--- src/rtl/ssd_scan_driver_pkg.sv ---
// Shared definitions for the seven-segment scan driver: FSM states,
// active-high gfedcba segment patterns and a power-of-ten helper.
package ssd_scan_driver_pkg;

  typedef enum logic [1:0] {
    IDLE  = 2'd0,
    SHIFT = 2'd1,
    DONE  = 2'd2
  } state_t;

  // Segment patterns, active-high, bit order {g,f,e,d,c,b,a}
  localparam logic [6:0] SEG_0     = 7'h3F;
  localparam logic [6:0] SEG_1     = 7'h06;
  localparam logic [6:0] SEG_2     = 7'h5B;
  localparam logic [6:0] SEG_3     = 7'h4F;
  localparam logic [6:0] SEG_4     = 7'h66;
  localparam logic [6:0] SEG_5     = 7'h6D;
  localparam logic [6:0] SEG_6     = 7'h7D;
  localparam logic [6:0] SEG_7     = 7'h07;
  localparam logic [6:0] SEG_8     = 7'h7F;
  localparam logic [6:0] SEG_9     = 7'h6F;
  localparam logic [6:0] SEG_DASH  = 7'h40;
  localparam logic [6:0] SEG_BLANK = 7'h00;

  // 10^n, used for the overflow limit at elaboration time
  function automatic longint unsigned pow10(input int unsigned n);
    longint unsigned r;
    r = 1;
    for (int unsigned i = 0; i < n; i++) r = r * 10;
    return r;
  endfunction

endpackage

--- src/rtl/ssd_scan_driver_seg7_decode.sv ---
// BCD nibble to active-high seven-segment pattern with blank and dash overrides.
module seg7_decode
  import ssd_scan_driver_pkg::*;
(
  input  logic [3:0] nibble,
  input  logic       blank,
  input  logic       dash,
  output logic [6:0] seg
);

  // Dash wins over blank; non-decimal nibbles show nothing
  always_comb begin
    seg = SEG_BLANK;
    if (dash) begin
      seg = SEG_DASH;
    end else if (!blank) begin
      case (nibble)
        4'd0:    seg = SEG_0;
        4'd1:    seg = SEG_1;
        4'd2:    seg = SEG_2;
        4'd3:    seg = SEG_3;
        4'd4:    seg = SEG_4;
        4'd5:    seg = SEG_5;
        4'd6:    seg = SEG_6;
        4'd7:    seg = SEG_7;
        4'd8:    seg = SEG_8;
        4'd9:    seg = SEG_9;
        default: seg = SEG_BLANK;
      endcase
    end
  end

endmodule

--- src/rtl/ssd_scan_driver.sv ---
// Multiplexed seven-segment driver: sequential double-dabble binary-to-BCD
// conversion, free-running digit refresh, leading-zero blanking, per-digit
// decimal points and overflow dashes.
module ssd_scan_driver
  import ssd_scan_driver_pkg::*;
#(
  parameter int unsigned NUM_DIGITS  = 4,
  parameter int unsigned VALUE_W     = 13,
  parameter int unsigned REFRESH_DIV = 100000,
  parameter bit          ACTIVE_LOW  = 1'b1
) (
  input  logic                  clk,
  input  logic                  rst,
  input  logic [VALUE_W-1:0]    value,
  input  logic                  load,
  input  logic                  blank_lz,
  input  logic [NUM_DIGITS-1:0] dp_mask,
  output logic                  busy,
  output logic                  ovf,
  output logic [NUM_DIGITS-1:0] anode,
  output logic [6:0]            seg,
  output logic                  dp
);

  localparam int unsigned     BCD_W = 4 * NUM_DIGITS;
  localparam int unsigned     CNT_W = $clog2(VALUE_W + 1);
  localparam int unsigned     PRE_W = $clog2(REFRESH_DIV);
  localparam int unsigned     IDX_W = (NUM_DIGITS > 1) ? $clog2(NUM_DIGITS) : 1;
  localparam longint unsigned LIMIT = pow10(NUM_DIGITS);

  localparam logic [CNT_W-1:0] LAST_BIT = CNT_W'(VALUE_W - 1);
  localparam logic [PRE_W-1:0] PRE_LAST = PRE_W'(REFRESH_DIV - 1);
  localparam logic [IDX_W-1:0] IDX_LAST = IDX_W'(NUM_DIGITS - 1);

  state_t                  state, state_next;
  logic [VALUE_W-1:0]      bin;
  logic [BCD_W-1:0]        bcd, bcd_adj, display;
  logic [CNT_W-1:0]        bit_cnt;
  logic                    ovf_pend;
  logic [PRE_W-1:0]        presc;
  logic [IDX_W-1:0]        idx;
  logic [NUM_DIGITS-1:0]   onehot;
  logic [3:0]              nibble;
  logic                    digit_blank;
  logic [6:0]              seg_raw;

  // Conversion state register
  always_ff @(posedge clk or posedge rst) begin
    if (rst) state <= IDLE;
    else     state <= state_next;
  end

  // Next-state logic: one SHIFT cycle per input bit, then a DONE cycle
  always_comb begin
    state_next = state;
    case (state)
      IDLE:    if (load) state_next = SHIFT;
      SHIFT:   if (bit_cnt == LAST_BIT) state_next = DONE;
      DONE:    state_next = IDLE;
      default: state_next = IDLE;
    endcase
  end

  assign busy = (state != IDLE);

  // Double-dabble correction: every nibble >= 5 gets +3 before the shift
  always_comb begin
    bcd_adj = bcd;
    for (int unsigned i = 0; i < NUM_DIGITS; i++) begin
      if (bcd[4*i +: 4] >= 4'd5) bcd_adj[4*i +: 4] = bcd[4*i +: 4] + 4'd3;
    end
  end

  // Conversion datapath; display and ovf only change in DONE
  always_ff @(posedge clk or posedge rst) begin
    if (rst) begin
      bin      <= '0;
      bcd      <= '0;
      bit_cnt  <= '0;
      ovf_pend <= 1'b0;
      display  <= '0;
      ovf      <= 1'b0;
    end else begin
      case (state)
        IDLE: begin
          if (load) begin
            bin      <= value;
            bcd      <= '0;
            bit_cnt  <= '0;
            ovf_pend <= (64'(value) >= LIMIT);
          end
        end
        SHIFT: begin
          {bcd, bin} <= {bcd_adj, bin} << 1;
          bit_cnt    <= bit_cnt + 1'b1;
        end
        DONE: begin
          display <= bcd;
          ovf     <= ovf_pend;
        end
        default: ;
      endcase
    end
  end

  // Refresh prescaler and digit index
  always_ff @(posedge clk or posedge rst) begin
    if (rst) begin
      presc <= '0;
      idx   <= '0;
    end else if (presc == PRE_LAST) begin
      presc <= '0;
      idx   <= (idx == IDX_LAST) ? '0 : idx + 1'b1;
    end else begin
      presc <= presc + 1'b1;
    end
  end

  // Current digit selection and leading-zero detection
  always_comb begin
    onehot      = '0;
    onehot[idx] = 1'b1;
    nibble      = display[4*idx +: 4];
    digit_blank = blank_lz && (idx != '0) && ((display >> (4*idx)) == '0);
  end

  seg7_decode u_decode (
    .nibble (nibble),
    .blank  (digit_blank),
    .dash   (ovf),
    .seg    (seg_raw)
  );

  // Registered output stage with polarity applied
  always_ff @(posedge clk or posedge rst) begin
    if (rst) begin
      anode <= {NUM_DIGITS{ACTIVE_LOW}};
      seg   <= {7{ACTIVE_LOW}};
      dp    <= ACTIVE_LOW;
    end else begin
      anode <= onehot ^ {NUM_DIGITS{ACTIVE_LOW}};
      seg   <= seg_raw ^ {7{ACTIVE_LOW}};
      dp    <= dp_mask[idx] ^ ACTIVE_LOW;
    end
  end

endmodule

--- config.mk ---
export PLATFORM = sky130hd
export DESIGN_NAME = ssd_scan_driver
export DESIGN_NICKNAME = d
export VERILOG_FILES = /design/src/rtl/ssd_scan_driver_pkg.sv /design/src/rtl/ssd_scan_driver_seg7_decode.sv /design/src/rtl/ssd_scan_driver.sv
export SDC_FILE = /design/constraint.sdc
export NUM_CORES = 1
export LEC_CHECK = 0
export BUFFER_PORTS_ARGS = -buffer_cell sky130_fd_sc_hd__clkbuf_2
export CAP_MARGIN = 0
export CORE_AREA = 5 5 90 92
export DETAILED_ROUTE_END_ITERATION = 16
export DIE_AREA = 0 0 95 97
export GPL_ROUTABILITY_DRIVEN = 0
export GPL_TIMING_DRIVEN = 0
export PLACE_DENSITY_LB_ADDON = 0.05
export SYNTH_ARGS = -nofsm -noshare
export SYNTH_HDL_FRONTEND = slang
export SYNTH_HIERARCHICAL = 1
export SYNTH_SLANG_ARGS = --single-unit
--- constraint.sdc ---
create_clock -name clk -period 2.8 [get_ports clk]
set_clock_uncertainty 0.05 [all_clocks]
set_input_delay 0.42 -clock clk [delete_from_list [all_inputs] [get_ports clk]]
set_output_delay 0.42 -clock clk [all_outputs]
set_load 0.01 [all_outputs]
==> results_dict.tcl, run 1 <==
set metrics [dict create \
    coreArea_mm2 0.00714 \
    avgViaCountPerCell 5.51 \
    grt_max_degree 75 \
    synth_area_mm2 0.00420 \
    yosysWarnings 6 \
    period_share 0.875 \
    synth.most_common_cell "dfrtp_1" \
    route.detailed.drc 0 \
    worst_setup_path_start_kind "register" \
    vias 3019 \
    setup_viol 0 \
    powerDensity_mw_per_mm2 832 \
    critical_path_class "reg2reg" \
    drtIter0Drc 117 \
    cp_max_fo 10 \
    total_power_mw 3.92 \
    cts_buffer_depth 2 \
    grt_pass1_wl_mm 14.6 \
    cts_tree "built" \
    htreeDepth 3 \
    rows 31 \
    clkSlewWorstSetupHoldPaths_ps 80 \
    tns_ps 0 \
    synth_common_cells "dfrtp_1 (70), nand2_1 (39), o21ai_0 (35)" \
    netlist_instances 396 \
    insertion_delay_ps 350 \
    slew-limit-headroom 0.635 \
    ios 35 \
    io_buffers 33 \
    grt.total_usage 0.197 \
    drtPass1Iterations 4 \
    fin_nets 485 \
    netlist.area_leader.share 0.417 \
    reg2reg_depth 8 \
    routedWlPerCell_um 14.9 \
    worst_pin_slew_ps 547 \
    synth_edf_count 0 \
    worstReg2RegEnd "seg[1]" \
    multi_input_area_mm2 0.00192 \
    fillers 610 \
    yosys.area.top_type "dfrtp_1" \
    required_ps 3050 \
    outcome "complete, no violations" \
    drive_gt1_frac 0.212 \
    max_freq_ghz 0.408 \
    numCtsBuffers 9 \
    r2r_slack_ps 350 \
    ant_nets 0 \
    end_kind "register" \
    root_buffer "clkbuf_8" \
    maxSlewViolCount 0 \
    initial_utilization 0.588 \
    rsz0062_at_grt "false" \
    crit_arrival_ps 2700 \
    cts.sinks 82 \
    maxCapViolCount 0 \
    synthToLayoutAreaGrowth_pct 12.3 \
    regArea_mm2 0.00207 \
    grt_pass1_vias 3084 \
    cp-startpoint "idx[0]" \
    antenna_found_initial 0 \
    post_cts_buffers 0 \
    ys.flop_type "dfrtp_1" \
    die_x_um 95 \
    p_leak_nw 2.23 \
    postSynthAreaPerCell_um2 10.6 \
    dpl.hpwl_mm 5.75 \
    ys_seq_area_frac 0.493 \
    synth_area_leaders "dfrtp_1 (42%), dfstp_2 (7.5%), ha_1 (6.0%), o21ai_0 (4.2%), mux2_2 (3.5%)" \
    antenna_cells 0 \
    ir_drop_uv 471 \
    cts.repair.resized 0 \
    min_period_ps 2450 \
    wl_mm 8.14 \
    timing.rr.start "idx[0]" \
    worstSetupEndpoint "seg[1]" \
    cts_hold_buf 1 \
    dieArea_mm2 0.00922 \
    die_y_um 97 \
    synthArstFlopShare 1.00 \
    synth.distinct_cells 52 \
    hold_path.class "in2reg" \
    synth_seq_cells 82 \
    hold_viol_final 0 \
    grt_overflow 0 \
]
-- flip-flops by register name (all words and copies together), names as in the netlist --
| name | cells |
|---|---|
| idx | 2 |
| display | 16 |
| bcd | 16 |
| dp | 1 |
| bin | 13 |
| state | 2 |
| anode | 4 |
| presc | 17 |
| bit_cnt | 4 |
| seg | 7 |
-- cell type report --
cell class / instances / share of cell area
timing repair buffer: 35 / 0.0430
buffer: 23 / 0.0242
clock inverter: 4 / 0.00557
sequential: 82 / 0.438
clock buffer: 12 / 0.0329
inverter: 28 / 0.0228
multi-input combinational: 265 / 0.407
tap: 99 / 0.0263
-- worst max-delay path, cell delays in order, from the launching register on --
cell and delay (ps):
dfrtp_1 420, buf_6 180, mux4_2 580, or4_4 530, nor3_2 200, or2_0 140
buf_2 170, a211oi_1 70, inv_1 70
-- where the power goes --
part	internal, mW	switching, mW
logic	0.619	0.768
clock network	0.370	0.430
registers	1.50	0.237
total	2.49	1.43
-- stage by stage --
step | util | std cells | cell area (um^2) | hold slack (ps) | setup WS [ps]
finish | 0.661 | 548 | 4710 | 237 | 350
global placement | 0.630 | 530 | 4490 | 416 | -692
global route | 0.661 | 548 | 4710 | 257 | 193
CTS | 0.661 | 548 | 4710 | 226 | 335
detailed placement | 0.634 | 531 | 4520 | 272 | 376
floorplan | - | 398 | 4200 | 395 | 241
-- how the worst min path moves through the flow --
stage / startpoint / to / slack (ps) / depth (start not counted)
detailed placement: rst / bcd[9] / 270 / 2
global route: value[0] / bin[0] / 260 / 3
floorplan: display[0] / display[0] / 400 / 2
CTS: value[0] / bin[0] / 230 / 3
finish: value[0] / bin[0] / 240 / 3
global placement: bin[0] / bin[0] / 420 / 2
-- per-layer routing --
layer | wire (um) | GRT usage | vias up
li1 | - | - | 1462
met1 | 3860 | 0.279 | 1487
met2 | 3890 | 0.304 | 58
met3 | 330 | 0.0450 | 12
met4 | 68 | 0.0555 | 0
met5 | 0 | 0 | -
-- cells by family (layout without fill, tap and decap cells) --
kind of cell    count (synthesis)  count (layout)  share of synthesized area
other cells                     1               3                   0.000894
compound gates                 75              75                      0.109
simple gates                  122             122                      0.163
xor+xnor                       23              23                     0.0480
fa+ha+maj                      20              20                     0.0596
flops                          82              82                      0.493
mux                            22              22                     0.0751
buf+inv                        51             102                     0.0522
-- cell usage in the layout (no fill, tap or decap), drive strengths merged, types with 6 or more instances in the layout --
master  synthesis  routed
inv            28      28
clkbuf         18      63
and3b          11      11
nor3            7       7
ha             20      20
nand2b         10      10
mux2           14      14
dfrtp          70      70
a21oi          20      20
dfstp          12      12
nand4           7       7
nor2           13      13
o21ai          35      35
nand3          13      13
buf             5       6
nand2          39      39
xnor2          11      11
xor2           12      12
(Power assumes the default switching activity.)
==> run 2, diff against run 1 <==
--- a/config.mk
+++ b/config.mk
@@ -7,9 +7,11 @@
 export LEC_CHECK = 0
 export BUFFER_PORTS_ARGS = -buffer_cell sky130_fd_sc_hd__clkbuf_2
 export CAP_MARGIN = 0
-export CORE_AREA = 5 5 90 92
+export CELL_PAD_IN_SITES_DETAIL_PLACEMENT = 1
+export CELL_PAD_IN_SITES_GLOBAL_PLACEMENT = 1
+export CORE_AREA = 5 5 101 103
 export DETAILED_ROUTE_END_ITERATION = 16
-export DIE_AREA = 0 0 95 97
+export DIE_AREA = 0 0 106 108
 export GPL_ROUTABILITY_DRIVEN = 0
 export GPL_TIMING_DRIVEN = 0
 export PLACE_DENSITY_LB_ADDON = 0.05
==> results_dict.tcl, run 2 (synthesis gave the netlist of run 1 again) <==
set metrics [dict create \
    maxSlewViolCount 0 \
    end_kind "register" \
    grt_pass1_vias 3154 \
    antenna_found_initial 0 \
    powerDensity_mw_per_mm2 849 \
    fillers 1018 \
    synthToLayoutAreaGrowth_pct 13.3 \
    drtIter0Drc 61 \
    hold_path.class "in2reg" \
    routedWlPerCell_um 16.2 \
    cts_hold_buf 1 \
    final_cell_mix "dfrtp_1 (70), nand2_1 (39), clkbuf_2 (36), o21ai_0 (35), inv_1 (27)" \
    ir_drop_uv 319 \
    fin_nets 485 \
    drive_gt1_frac 0.212 \
    cts.sinks 82 \
    final_common_cell "dfrtp_1" \
    initial_utilization 0.461 \
    die_x_um 106 \
    grt.total_usage 0.174 \
    io_buffers 33 \
    insertion_delay_ps 350 \
    numCtsBuffers 9 \
    setup_viol 0 \
    vias 3018 \
    cts_buffer_depth 2 \
    coreArea_mm2 0.00911 \
    rsz0062_at_grt "false" \
    clkSlewWorstSetupHoldPaths_ps 90 \
    antenna_cells 0 \
    grt_pass1_wl_mm 15.9 \
    outcome "complete, no violations" \
    post_cts_buffers 0 \
    period_share 0.897 \
    ant_nets 0 \
    min_period_ps 2510 \
    max_freq_ghz 0.398 \
    drtPass1Iterations 4 \
    cp_max_fo 8 \
    reg_top3 "presc (17), bcd (16), display (16)" \
    grt_overflow 0 \
    slew-limit-headroom 0.599 \
    dpl.hpwl_mm 6.57 \
    required_ps 3040 \
    worst_pin_slew_ps 600 \
    hold_viol_final 0 \
    total_power_mw 4.04 \
    critical_path_class "reg2reg" \
    rows 35 \
    post-route-util 0.522 \
    maxCapViolCount 0 \
    crit_arrival_ps 2750 \
    grt_max_degree 63 \
    p_leak_nw 2.24 \
    die_y_um 108 \
    cts.repair.resized 0 \
    largest_reg_flops 17 \
    route.detailed.drc 0 \
    root_buffer "clkbuf_8" \
    cts_tree "built" \
    ios 35 \
    dieArea_mm2 0.0114 \
    avgViaCountPerCell 5.39 \
    largest-register "presc" \
    hold_ws_ps 251 \
    htreeDepth 3 \
    worst_setup_path_start_kind "register" \
    wl_mm 9.09 \
]
==> run 2: cell types whose count changed in the layout (fill, tap and decap cells not counted) <==
| cell | before | now |
|---|---|---|
| clkinvlp_4 | 1 | 2 |
| bufinv_16 | 0 | 1 |
| clkinv_2 | 2 | 1 |
| clkinv_4 | 1 | 0 |
==> run 2: path summary, 6_finish.rpt <==
kind	start	end	slack, ps	depth (start not counted)
min in group asynchronous	rst	bcd[9]	500	3
max in group asynchronous	rst	seg[6]	1550	4
worst max register to register	idx[1]	seg[5]	290	8
worst min register to register	bin[6]	bin[6]	450	2
worst max-delay path	idx[1]	seg[5]	290	8
worst min-delay path	value[0]	bin[0]	250	3
==> run 2: area by class of cell <==
class / instances / area, um^2 / share of cell area
Clock buffer: 12 / 155 / 0.0326
Buffer: 23 / 114 / 0.0240
Clock inverter: 4 / 50.0 / 0.0105
Tap cell: 111 / 139 / 0.0292
Sequential cell: 82 / 2070 / 0.435
Timing Repair Buffer: 35 / 203 / 0.0426
Multi-Input combinational cell: 265 / 1920 / 0.404
Inverter: 28 / 108 / 0.0226
==> run 2: worst max-delay path, stage by stage (launching register included) <==
cell      delay (ps)
dfrtp_1          380
clkbuf_1         370
mux4_2           450
or4_4            540
nor3_2           210
or2_0            140
buf_2            170
a311oi_2          60
inv_1             70
==> run 2: through the flow <==
stage,area (um^2),std cells,setup WS (ps),setup TNS (ps)
2_1_floorplan,4200,398,241,0
3_3_place_gp,4510,542,-784,-54500
3_5_place_dp,4540,543,283,0
4_1_cts,4750,560,275,0
5_1_grt,4750,560,112,0
6_report,4750,560,288,0
==> run 2: power breakdown <==
group	internal (mW)	switching [mW]	total, mW
logic	0.620	0.786	1.41
registers	1.50	0.241	1.74
clock network	0.460	0.432	0.892
total	2.58	1.46	4.04
==> run 2: metal layers <==
metal	track usage	up-vias	wire length, um
met3	0.0418	10	276
met5	0	-	0
met1	0.235	1509	4360
li1	-	1460	-
met2	0.279	39	4360
met4	0.0546	0	91
==> run 3, diff against run 2 <==
--- a/config.mk
+++ b/config.mk
@@ -9,11 +9,12 @@
 export CAP_MARGIN = 0
 export CELL_PAD_IN_SITES_DETAIL_PLACEMENT = 1
 export CELL_PAD_IN_SITES_GLOBAL_PLACEMENT = 1
-export CORE_AREA = 5 5 101 103
+export CORE_AREA = 2 2 94 96
 export DETAILED_ROUTE_END_ITERATION = 16
-export DIE_AREA = 0 0 106 108
+export DIE_AREA = 0 0 96 98
 export GPL_ROUTABILITY_DRIVEN = 0
 export GPL_TIMING_DRIVEN = 0
+export MAX_ROUTING_LAYER = met4
 export PLACE_DENSITY_LB_ADDON = 0.05
 export SYNTH_ARGS = -nofsm -noshare
 export SYNTH_HDL_FRONTEND = slang
==> constraint.sdc (replaced) <==
create_clock -name clk -period 3.05 [get_ports clk]
set_clock_uncertainty 0.05 [all_clocks]
set_input_delay 0.4575 -clock clk [delete_from_list [all_inputs] [get_ports clk]]
set_output_delay 0.4575 -clock clk [all_outputs]
set_load 0.01 [all_outputs]
==> results_dict.tcl, run 3 (synthesis gave the netlist of run 1 again) <==
set metrics [dict create \
    outcome "complete, no violations" \
    max_freq_ghz 0.400 \
    io_buffers 33 \
    grt_pass1_wl_mm 15.7 \
    clkSlewWorstSetupHoldPaths_ps 90 \
    dpl.hpwl_mm 6.61 \
    synthToLayoutAreaGrowth_pct 12.3 \
    end_kind "register" \
    rsz0062_at_grt "false" \
    initial_utilization 0.496 \
    netSwitchingPower_mw 1.38 \
    cts.sinks 82 \
    coreArea_mm2 0.00847 \
    drtIter0Drc 93 \
    numCtsBuffers 9 \
    hold_path.class "in2async" \
    antenna_cells 0 \
    ant_nets 0 \
    maxCapViolCount 0 \
    setup_viol 0 \
    dp_cells 540 \
    reg_top3 "presc (17), bcd (16), display (16)" \
    worst_setup_path_start_kind "register" \
    cp-startpoint "idx[0]" \
    instances_no_fill 556 \
    slew-limit-headroom 0.604 \
    maxSlewViolCount 0 \
    tns_ps 0 \
    wl_mm 9.09 \
    rows 34 \
    powerDensity_mw_per_mm2 769 \
    place_area_mm2 0.00453 \
    p_int_mw 2.24 \
    ios 35 \
    route.detailed.drc 0 \
    drive_gt1_frac 0.214 \
    root_buffer "clkbuf_8" \
    worst_pin_slew_ps 593 \
    drtPass1Iterations 4 \
    largest-register "presc" \
    cts_tree "built" \
    antenna_found_initial 0 \
    routedWlPerCell_um 16.4 \
    post-route-util 0.556 \
    cp_max_fo 10 \
    hold_viol_final 0 \
    htreeDepth 3 \
    crit_arrival_ps 2750 \
    period_share 0.819 \
    total_power_mw 3.62 \
    required_ps 3310 \
    insertion_delay_ps 370 \
    r2r_slack_ps 550 \
    grt.total_usage 0.221 \
    vias 3066 \
    critical_path_class "reg2reg" \
    die_x_um 96 \
    fin_area_mm2 0.00471 \
    timing.rr.start "idx[0]" \
    post_cts_buffers 0 \
    p_leak_nw 2.21 \
    fin_nets 484 \
    switching_share 0.381 \
    die_y_um 98 \
    combPwrFrac 0.356 \
    ir_drop_uv 363 \
    avgViaCountPerCell 5.51 \
    final_common_cell "dfrtp_1" \
    min_period_ps 2500 \
    cts_hold_buf 0 \
    grt_pass1_vias 3221 \
    largest_reg_flops 17 \
    cts.repair.resized 0 \
    seqPwrFrac 0.442 \
    final_cell_mix "dfrtp_1 (70), nand2_1 (39), clkbuf_2 (36), o21ai_0 (35), inv_1 (27)" \
    dieArea_mm2 0.00941 \
    clockPowerShare 0.202 \
    cts_buffer_depth 2 \
    grt_max_degree 72 \
    grt_overflow 0 \
]
[run 3: cell count changes in the layout (fill, tap and decap cells not counted)]
cell and change:
bufinv_16 -1, clkbuf_1 -1, clkbuf_8 -2, clkinvlp_4 +2, dlygate4sd3_1 -1, inv_6 +2
[run 3: final timing paths]
kind,depth (start not counted),end
max,8,seg[2]
min,2,seg[0]
max reg2reg,8,seg[2]
min reg2reg,2,bin[2]
max in group asynchronous,3,seg[6]
min in group clk,3,bin[0]
[run 3: routing by layer]
| layer | part of all wire | GRT usage |
|---|---|---|
| met1 | 0.47 | 0.298 |
| met2 | 0.49 | 0.339 |
| met3 | 0.024 | 0.0324 |
| met4 | 0.015 | 0.0824 |
| met5 | 0 | - |
[run 3: area by class of cell]
cell class,count,area (um^2)
multi-input cells,265,1920
plain buffers,23,114
well taps,108,135
fillers,953,3750
inverters,28,108
repair buffers,34,193
clock buffers,9,124
flip-flops and latches,82,2070
clock inverters,7,52.6
[run 3: per-stage QoR]
stage	worst slack (ps)	hold slack [ps]
after floorplan	454	395
after global placement	-526	412
after detailed placement	582	430
after CTS	537	140
after global routing	371	142
final	553	138
[run 3: worst max-delay path, stage by stage (launching register included)]
cell	delay [ps]
dfrtp_1	450
buf_6	180
mux4_2	600
or4_4	520
nor3_2	200
or2_0	140
buf_2	180
nor3_1	70
inv_1	50
[run 3: power groups by stage]
stage | clock network (mW) | logic, mW | registers, mW
2_1_floorplan | 0 | 0.971 | 1.56
6_report | 0.731 | 1.29 | 1.60
3_3_place_gp | 0 | 1.24 | 1.60
3_5_place_dp | 0 | 1.31 | 1.62
5_1_grt | 0.795 | 1.48 | 1.64
4_1_cts | 0.750 | 1.32 | 1.60
